<file path="config.mk">
export PLATFORM = sky130hd
export DESIGN_NAME = etapa_fetch_pc
export DESIGN_NICKNAME = d
export VERILOG_FILES = /design/src/rtl/etapa_fetch_pc.sv
export SDC_FILE = /design/constraint.sdc
export NUM_CORES = 1
export LEC_CHECK = 0
export CORE_UTILIZATION = 38
export DETAILED_ROUTE_END_ITERATION = 16
export PLACE_DENSITY = 0.76
export SETUP_SLACK_MARGIN = 0.3
export SYNTH_ARGS = -nofsm -noshare
export SYNTH_HDL_FRONTEND = slang
export SYNTH_SLANG_ARGS = --single-unit
export TNS_END_PERCENT = 30
</file>
<file path="constraint.sdc">
create_clock -name clk -period 1.6 [get_ports clk]
set_input_delay 0.24 -clock clk [delete_from_list [all_inputs] [get_ports clk]]
set_output_delay 0.24 -clock clk [all_outputs]
set_load 0.01 [all_outputs]
</file>
<file path="src/rtl/etapa_fetch_pc.sv">
// Instruction-fetch stage: program counter, IF/ID pipeline register, branch flush,
// hazard stall and HALT detection. Define FETCH_STEP_EN to add the debug single-step input.
module etapa_fetch_pc #(
  parameter int                     PC_WIDTH    = 11,
  parameter int                     INSTR_WIDTH = 32,
  parameter logic [INSTR_WIDTH-1:0] HALT_OPCODE = 32'hFFFFFFFF,
  parameter logic [INSTR_WIDTH-1:0] NOP_INSTR   = 32'h00000000
) (
  input  logic                   clk,
  input  logic                   rst_n,
  input  logic [PC_WIDTH-1:0]    pc_salto,
  input  logic                   tomar_salto,
  input  logic                   stall,
`ifdef FETCH_STEP_EN
  input  logic                   step,
`endif
  input  logic [INSTR_WIDTH-1:0] instr_in,
  output logic [PC_WIDTH-1:0]    instr_addr,
  output logic [INSTR_WIDTH-1:0] if_id_instr,
  output logic [PC_WIDTH-1:0]    if_id_pc_mas_uno,
  output logic                   if_id_valid,
  output logic                   halted
);

  typedef enum logic {S_RUN, S_HALTED} state_t;

  state_t                 state, next_state;
  logic [PC_WIDTH-1:0]    pc, pc_next, pc_inc;
  logic [INSTR_WIDTH-1:0] instr_next;
  logic [PC_WIDTH-1:0]    mas_uno_next;
  logic                   valid_next;
  logic                   stall_eff;
  logic                   is_halt;

`ifdef FETCH_STEP_EN
  assign stall_eff = stall | ~step;
`else
  assign stall_eff = stall;
`endif

  assign pc_inc     = pc + PC_WIDTH'(1);
  assign is_halt    = (instr_in == HALT_OPCODE);
  assign instr_addr = pc;
  assign halted     = (state == S_HALTED);

  // NOTE: sequential state uses non-blocking assignments so every register samples pre-edge values.
  always_ff @(posedge clk) begin
    if (!rst_n) state <= S_RUN;
    else        state <= next_state;
  end

  // A HALT only counts when the stage actually advances and no branch flushes it.
  always_comb begin
    next_state = state;
    if (state == S_RUN && !stall_eff && !tomar_salto && is_halt)
      next_state = S_HALTED;
  end

  // NOTE: every combinational output gets a default first so no path can infer a latch.
  always_comb begin
    pc_next      = pc;
    instr_next   = if_id_instr;
    mas_uno_next = if_id_pc_mas_uno;
    valid_next   = if_id_valid;
    unique case (state)
      S_RUN: begin
        if (stall_eff) begin
          // hold everything; the hazard unit re-presents any branch later
        end else if (tomar_salto) begin
          pc_next      = pc_salto;
          instr_next   = NOP_INSTR;
          mas_uno_next = '0;
          valid_next   = 1'b0;
        end else if (is_halt) begin
          instr_next   = instr_in;
          mas_uno_next = pc_inc;
          valid_next   = 1'b1;
        end else begin
          pc_next      = pc_inc;
          instr_next   = instr_in;
          mas_uno_next = pc_inc;
          valid_next   = 1'b1;
        end
      end
      S_HALTED: begin
        instr_next = NOP_INSTR;
        valid_next = 1'b0;
      end
      default: ;
    endcase
  end

  always_ff @(posedge clk) begin
    if (!rst_n) begin
      pc               <= '0;
      if_id_instr      <= NOP_INSTR;
      if_id_pc_mas_uno <= '0;
      if_id_valid      <= 1'b0;
    end else begin
      pc               <= pc_next;
      if_id_instr      <= instr_next;
      if_id_pc_mas_uno <= mas_uno_next;
      if_id_valid      <= valid_next;
    end
  end

endmodule

</file>
==> impl_summary.log <==
INFO  metric synth_most_common_cell = sky130_fd_sc_hd__dfxtp_1
INFO  metric clock_pin_slew_on_the_worst_setup_and_hold_paths = 0.10 ns
INFO  metric maxSlewViolCount = 0
INFO  metric max_freq = 635.0 MHz
INFO  metric holdPathStages = 3
INFO  metric required = 1.79 ns
INFO  metric core = 5991 sq um
INFO  metric min_to = if_id_instr[17]
INFO  metric multiInputGateArea = 1290 sq um
INFO  metric core.rowCount = 28
INFO  metric cts_sinks = 56
INFO  metric syn-mean-instance-area = 8.795 sq um
INFO  metric tritoncts = done
INFO  metric cts-hold-fix-buffers = 0
INFO  metric via_count = 2591
INFO  metric place.gp.congestion = 0.8639
INFO  metric drt-total-wl = 7904 microns
INFO  metric timing.max_cap.violations = 0
INFO  metric timing.critical_path.arrival = 1.77 ns
INFO  metric critPathMaxFanout = 3
INFO  metric final.hold.worst_slack = 0.1968 ns
INFO  metric dpl.hpwl = 4919 microns
INFO  metric final-instance-count-excl-fill = 476
INFO  metric final_net_count = 449
INFO  metric ratio_of_final_minimum_period_to_clock_period = 98.42%
INFO  metric power_switching_share = 25.12%
INFO  metric crit-reg2reg-capture = instr_addr[10]
INFO  metric worst_r2r_path_depth = 6
INFO  metric synth-main-ff-cell = sky130_fd_sc_hd__dfxtp_1
INFO  metric relSlewSlack = 79.66%
INFO  metric run_status = finished, final reports clean
INFO  metric io-pin-count = 103
INFO  metric antenna_violations_before_repair = 0
INFO  metric finish_stage_setup_viols = 0
INFO  metric starting_density_of_the_core = 39.64%
INFO  metric rsz_0062_raised_after_global_routing = true
INFO  metric power = 3095 uW
INFO  metric route.detailed.vias_per_inst = 5.443
INFO  metric synthArstFlopShare = 0%
INFO  metric setup-tns-final = 0 ns
INFO  metric dr.pass1.iters = 5
INFO  metric synth_enable_flop_cells = 0
INFO  metric period_needed = 1.575 ns
INFO  metric placedInstanceArea = 3647 sq um
INFO  metric finalClockSkew = 0.008218 ns
INFO  metric internal_power = 2317 uW
INFO  metric n_antenna_cell = 0
INFO  metric worst_skew_pair.late_latency = 0.31 ns
INFO  metric globalRouteTotalUtil = 23.35%
INFO  metric postLayoutCellArea = 4038 sq um
INFO  metric maximum_level_of_the_cts_h_tree = 2
INFO  metric regToRegSetupSlack = 0.03 ns
INFO  metric post-synth-top-area-fraction = 47.21%
INFO  metric p_switching = 777.4 uW
INFO  metric synth-seq-area-share = 47.21%
INFO  metric routed_wire_length_per_instance = 16.61 microns
INFO  metric clk_path_buf_depth = 2
INFO  metric ys_top_cells_by_count = 56 x sky130_fd_sc_hd__dfxtp_1, 53 x sky130_fd_sc_hd__nor2_1, 42 x sky130_fd_sc_hd__a22oi_1
INFO  metric area.sequential = 1144 sq um
INFO  metric syn-num-nets = 318
INFO  metric detailedRoute.firstIterationViolations = 169
INFO  metric postRouteAntennaNets = 0
INFO  metric cts_root_buffer = sky130_fd_sc_hd__clkbuf_8
INFO  metric routed.top_layer = met4
INFO  metric synth.largest_area_cell = sky130_fd_sc_hd__dfxtp_1
INFO  metric netlist_instances = 270
INFO  metric criticalPathCategory = reg -> reg
INFO  metric met2_length = 3891 microns
INFO  metric layout.filler_cells = 454
INFO  metric floorplan.die.height = 81.06 microns
INFO  metric yosys_register_bits = 56
INFO  metric total_overflow_reported_by_the_global_router = 0
INFO  metric die-width = 81.06 microns
INFO  metric drt-met1-wl = 3500 microns
INFO  metric drc_errors = 0
INFO  metric hold_class = in -> reg
INFO  metric tightest_pin_transition = 0.3050 ns
INFO  metric pwr-share-seq = 48.3%
INFO  metric placed_insts = 451
INFO  metric vdd_drop_max = 0.5078 mV
INFO  metric synth.top_cells.by_area = sky130_fd_sc_hd__dfxtp_1 47%, sky130_fd_sc_hd__a22oi_1 13%, sky130_fd_sc_hd__nor2_1 8.4%
INFO  metric critPathLaunchType = flip-flop
INFO  metric drive_above_1_share = 30.42%
INFO  metric share_of_power_burned_in_the_clock_network = 32.7%
INFO  metric combPwrFrac = 19.0%
INFO  metric cell_breakdown_of_the_critical_path = nand4_1 > buf_4 > nor3_4 > o21ai_1 > o211ai_1 > o31ai_1
INFO  metric cpMaxStageDelayCell = sky130_fd_sc_hd__dfxtp_2
INFO  metric grt_start_max_net_pins = 52
INFO  metric power.density = 766.5 nW/um^2
INFO  metric worstHoldStart = instr_in[17]
INFO  metric ys_warn_count = 0
INFO  metric power.leakage = 0.001709 uW
INFO  metric timing.critical_path.to_type = flip-flop
INFO  metric synth.lib_cells_used.distinct = 39
INFO  metric tritoncts.num_buffers = 5
INFO  metric grt_pass1_vias = 2407
INFO  metric syn-cell-area = 2375 sq um
INFO  metric numPortBuffers = 102
INFO  metric global_route_wire_length_before_repair = 11860 microns
INFO  metric hold_fails_final_rpt = 0
INFO  metric area_delta_synth_final = 70.02%
INFO  metric met3_length = 494 microns
INFO  metric reg2reg_from = instr_addr[3]
INFO  metric setup.worst_path.start = instr_addr[3]
INFO  metric cpPeakStageDelay = 0.36 ns
INFO  metric floorplan.die_area = 6570 sq um
-- cell type report --
type | instances | area share (%)
Clock buffer | 6 | 2.324
Timing Repair Buffer | 147 | 33.96
Inverter | 4 | 0.3719
Multi-Input combinational cell | 187 | 31.95
Tap cell | 75 | 2.324
Sequential cell | 56 | 28.32
Clock inverter | 1 | 0.7437
-- kinds of logic (layout without fill, tap and decap cells) --
group / Yosys count / after routing / share of synthesized area (%)
compound gates: 82 / 82 / 24.92
xor+xnor: 9 / 9 / 3.319
fa+ha+maj: 1 / 1 / 0.5268
buf+inv: 27 / 158 / 5.163
flops: 56 / 56 / 47.21
mux: 1 / 1 / 0.4215
simple gates: 94 / 94 / 18.44
-- critical path: cells and delay by family (launching register included) --
| family | cells | cell delay [ns] |
|---|---|---|
| DFF | 1 | 0.36 |
| AOI/OAI and AO/OA | 3 | 0.47 |
| buffers and inverters | 1 | 0.20 |
| and+or+nand+nor | 2 | 0.43 |
-- worst max-delay path by stage --
stage                     end  slack, ns  depth (start not counted)
2_1_floorplan   instr_addr[6]       0.04                          6
3_3_place_gp    instr_addr[0]      -0.55                          7
3_5_place_dp    instr_addr[0]      -0.59                          7
4_1_cts         instr_addr[7]      0.009                          8
5_1_grt        instr_addr[10]      -0.02                          6
6_report       instr_addr[10]       0.03                          6
-- metrics by stage --
step	setup slack, ns	utilization [%]
floorplan	0.03741	-
global placement	-0.5460	60.88
detailed placement	-0.5891	60.88
CTS	0.009021	64.04
global route	-0.01799	67.40
finish	0.02531	67.40
-- power by group through the flow --
stage	sequential, uW	clock (uW)	combinational [uW]
5_1_grt	1500	1080	631
3_5_place_dp	1520	0	547
4_1_cts	1490	1020	540
3_3_place_gp	1520	0	542
6_report	1500	1010	588
2_1_floorplan	1550	0	198
-- registers in the layout, indices dropped and copies added, names as in the netlist --
signal,flops
if_id_instr,32
if_id_pc_mas_uno,11
instr_addr,11
halted,1
if_id_valid,1
-- cells in the final DEF (no fill, tap or decap), types with 2 or more instances in the layout --
| cell type | n |
|---|---|
| sky130_fd_sc_hd__a21oi_1 | 10 |
| sky130_fd_sc_hd__nor2_2 | 4 |
| sky130_fd_sc_hd__clkdlybuf4s50_1 | 48 |
| sky130_fd_sc_hd__nand3_1 | 3 |
| sky130_fd_sc_hd__dfxtp_4 | 3 |
| sky130_fd_sc_hd__nand4_1 | 7 |
| sky130_fd_sc_hd__xor2_1 | 5 |
| sky130_fd_sc_hd__buf_4 | 31 |
| sky130_fd_sc_hd__dfxtp_2 | 9 |
| sky130_fd_sc_hd__a22oi_2 | 4 |
| sky130_fd_sc_hd__nor4_1 | 3 |
| sky130_fd_sc_hd__nor2_4 | 3 |
| sky130_fd_sc_hd__buf_2 | 15 |
| sky130_fd_sc_hd__inv_1 | 3 |
| sky130_fd_sc_hd__clkbuf_8 | 5 |
| sky130_fd_sc_hd__buf_12 | 5 |
| sky130_fd_sc_hd__clkbuf_2 | 11 |
| sky130_fd_sc_hd__clkbuf_16 | 4 |
| sky130_fd_sc_hd__o21ai_2 | 2 |
| sky130_fd_sc_hd__nand2_1 | 13 |
| sky130_fd_sc_hd__o211ai_1 | 7 |
| sky130_fd_sc_hd__nand3_2 | 2 |
| sky130_fd_sc_hd__o31ai_1 | 8 |
| sky130_fd_sc_hd__xnor2_1 | 3 |
| sky130_fd_sc_hd__dlymetal6s2s_1 | 7 |
| sky130_fd_sc_hd__buf_6 | 6 |
| sky130_fd_sc_hd__nor2_1 | 46 |
| sky130_fd_sc_hd__a22oi_1 | 38 |
| sky130_fd_sc_hd__o21ai_0 | 5 |
| sky130_fd_sc_hd__clkdlybuf4s15_1 | 4 |
| sky130_fd_sc_hd__dlygate4sd2_1 | 15 |
| sky130_fd_sc_hd__dfxtp_1 | 44 |
-- metal layers --
layer / up-vias / global-route usage [%]
met5: - / 0
met4: 0 / 4.286
met3: 2 / 5.618
met2: 94 / 38.91
met1: 1249 / 30.79
li1: 1246 / -
-- repair_timing --
| item | CTS | global route |
|---|---|---|
| setup endpoints to repair | 110 | 99 |
| resized for setup | 127 | 54 |
| buffers inserted | 8 | 6 |
| cloned | 1 | 3 |
| pin swaps | 21 | 22 |
Power figures use the tool's default switching activity.
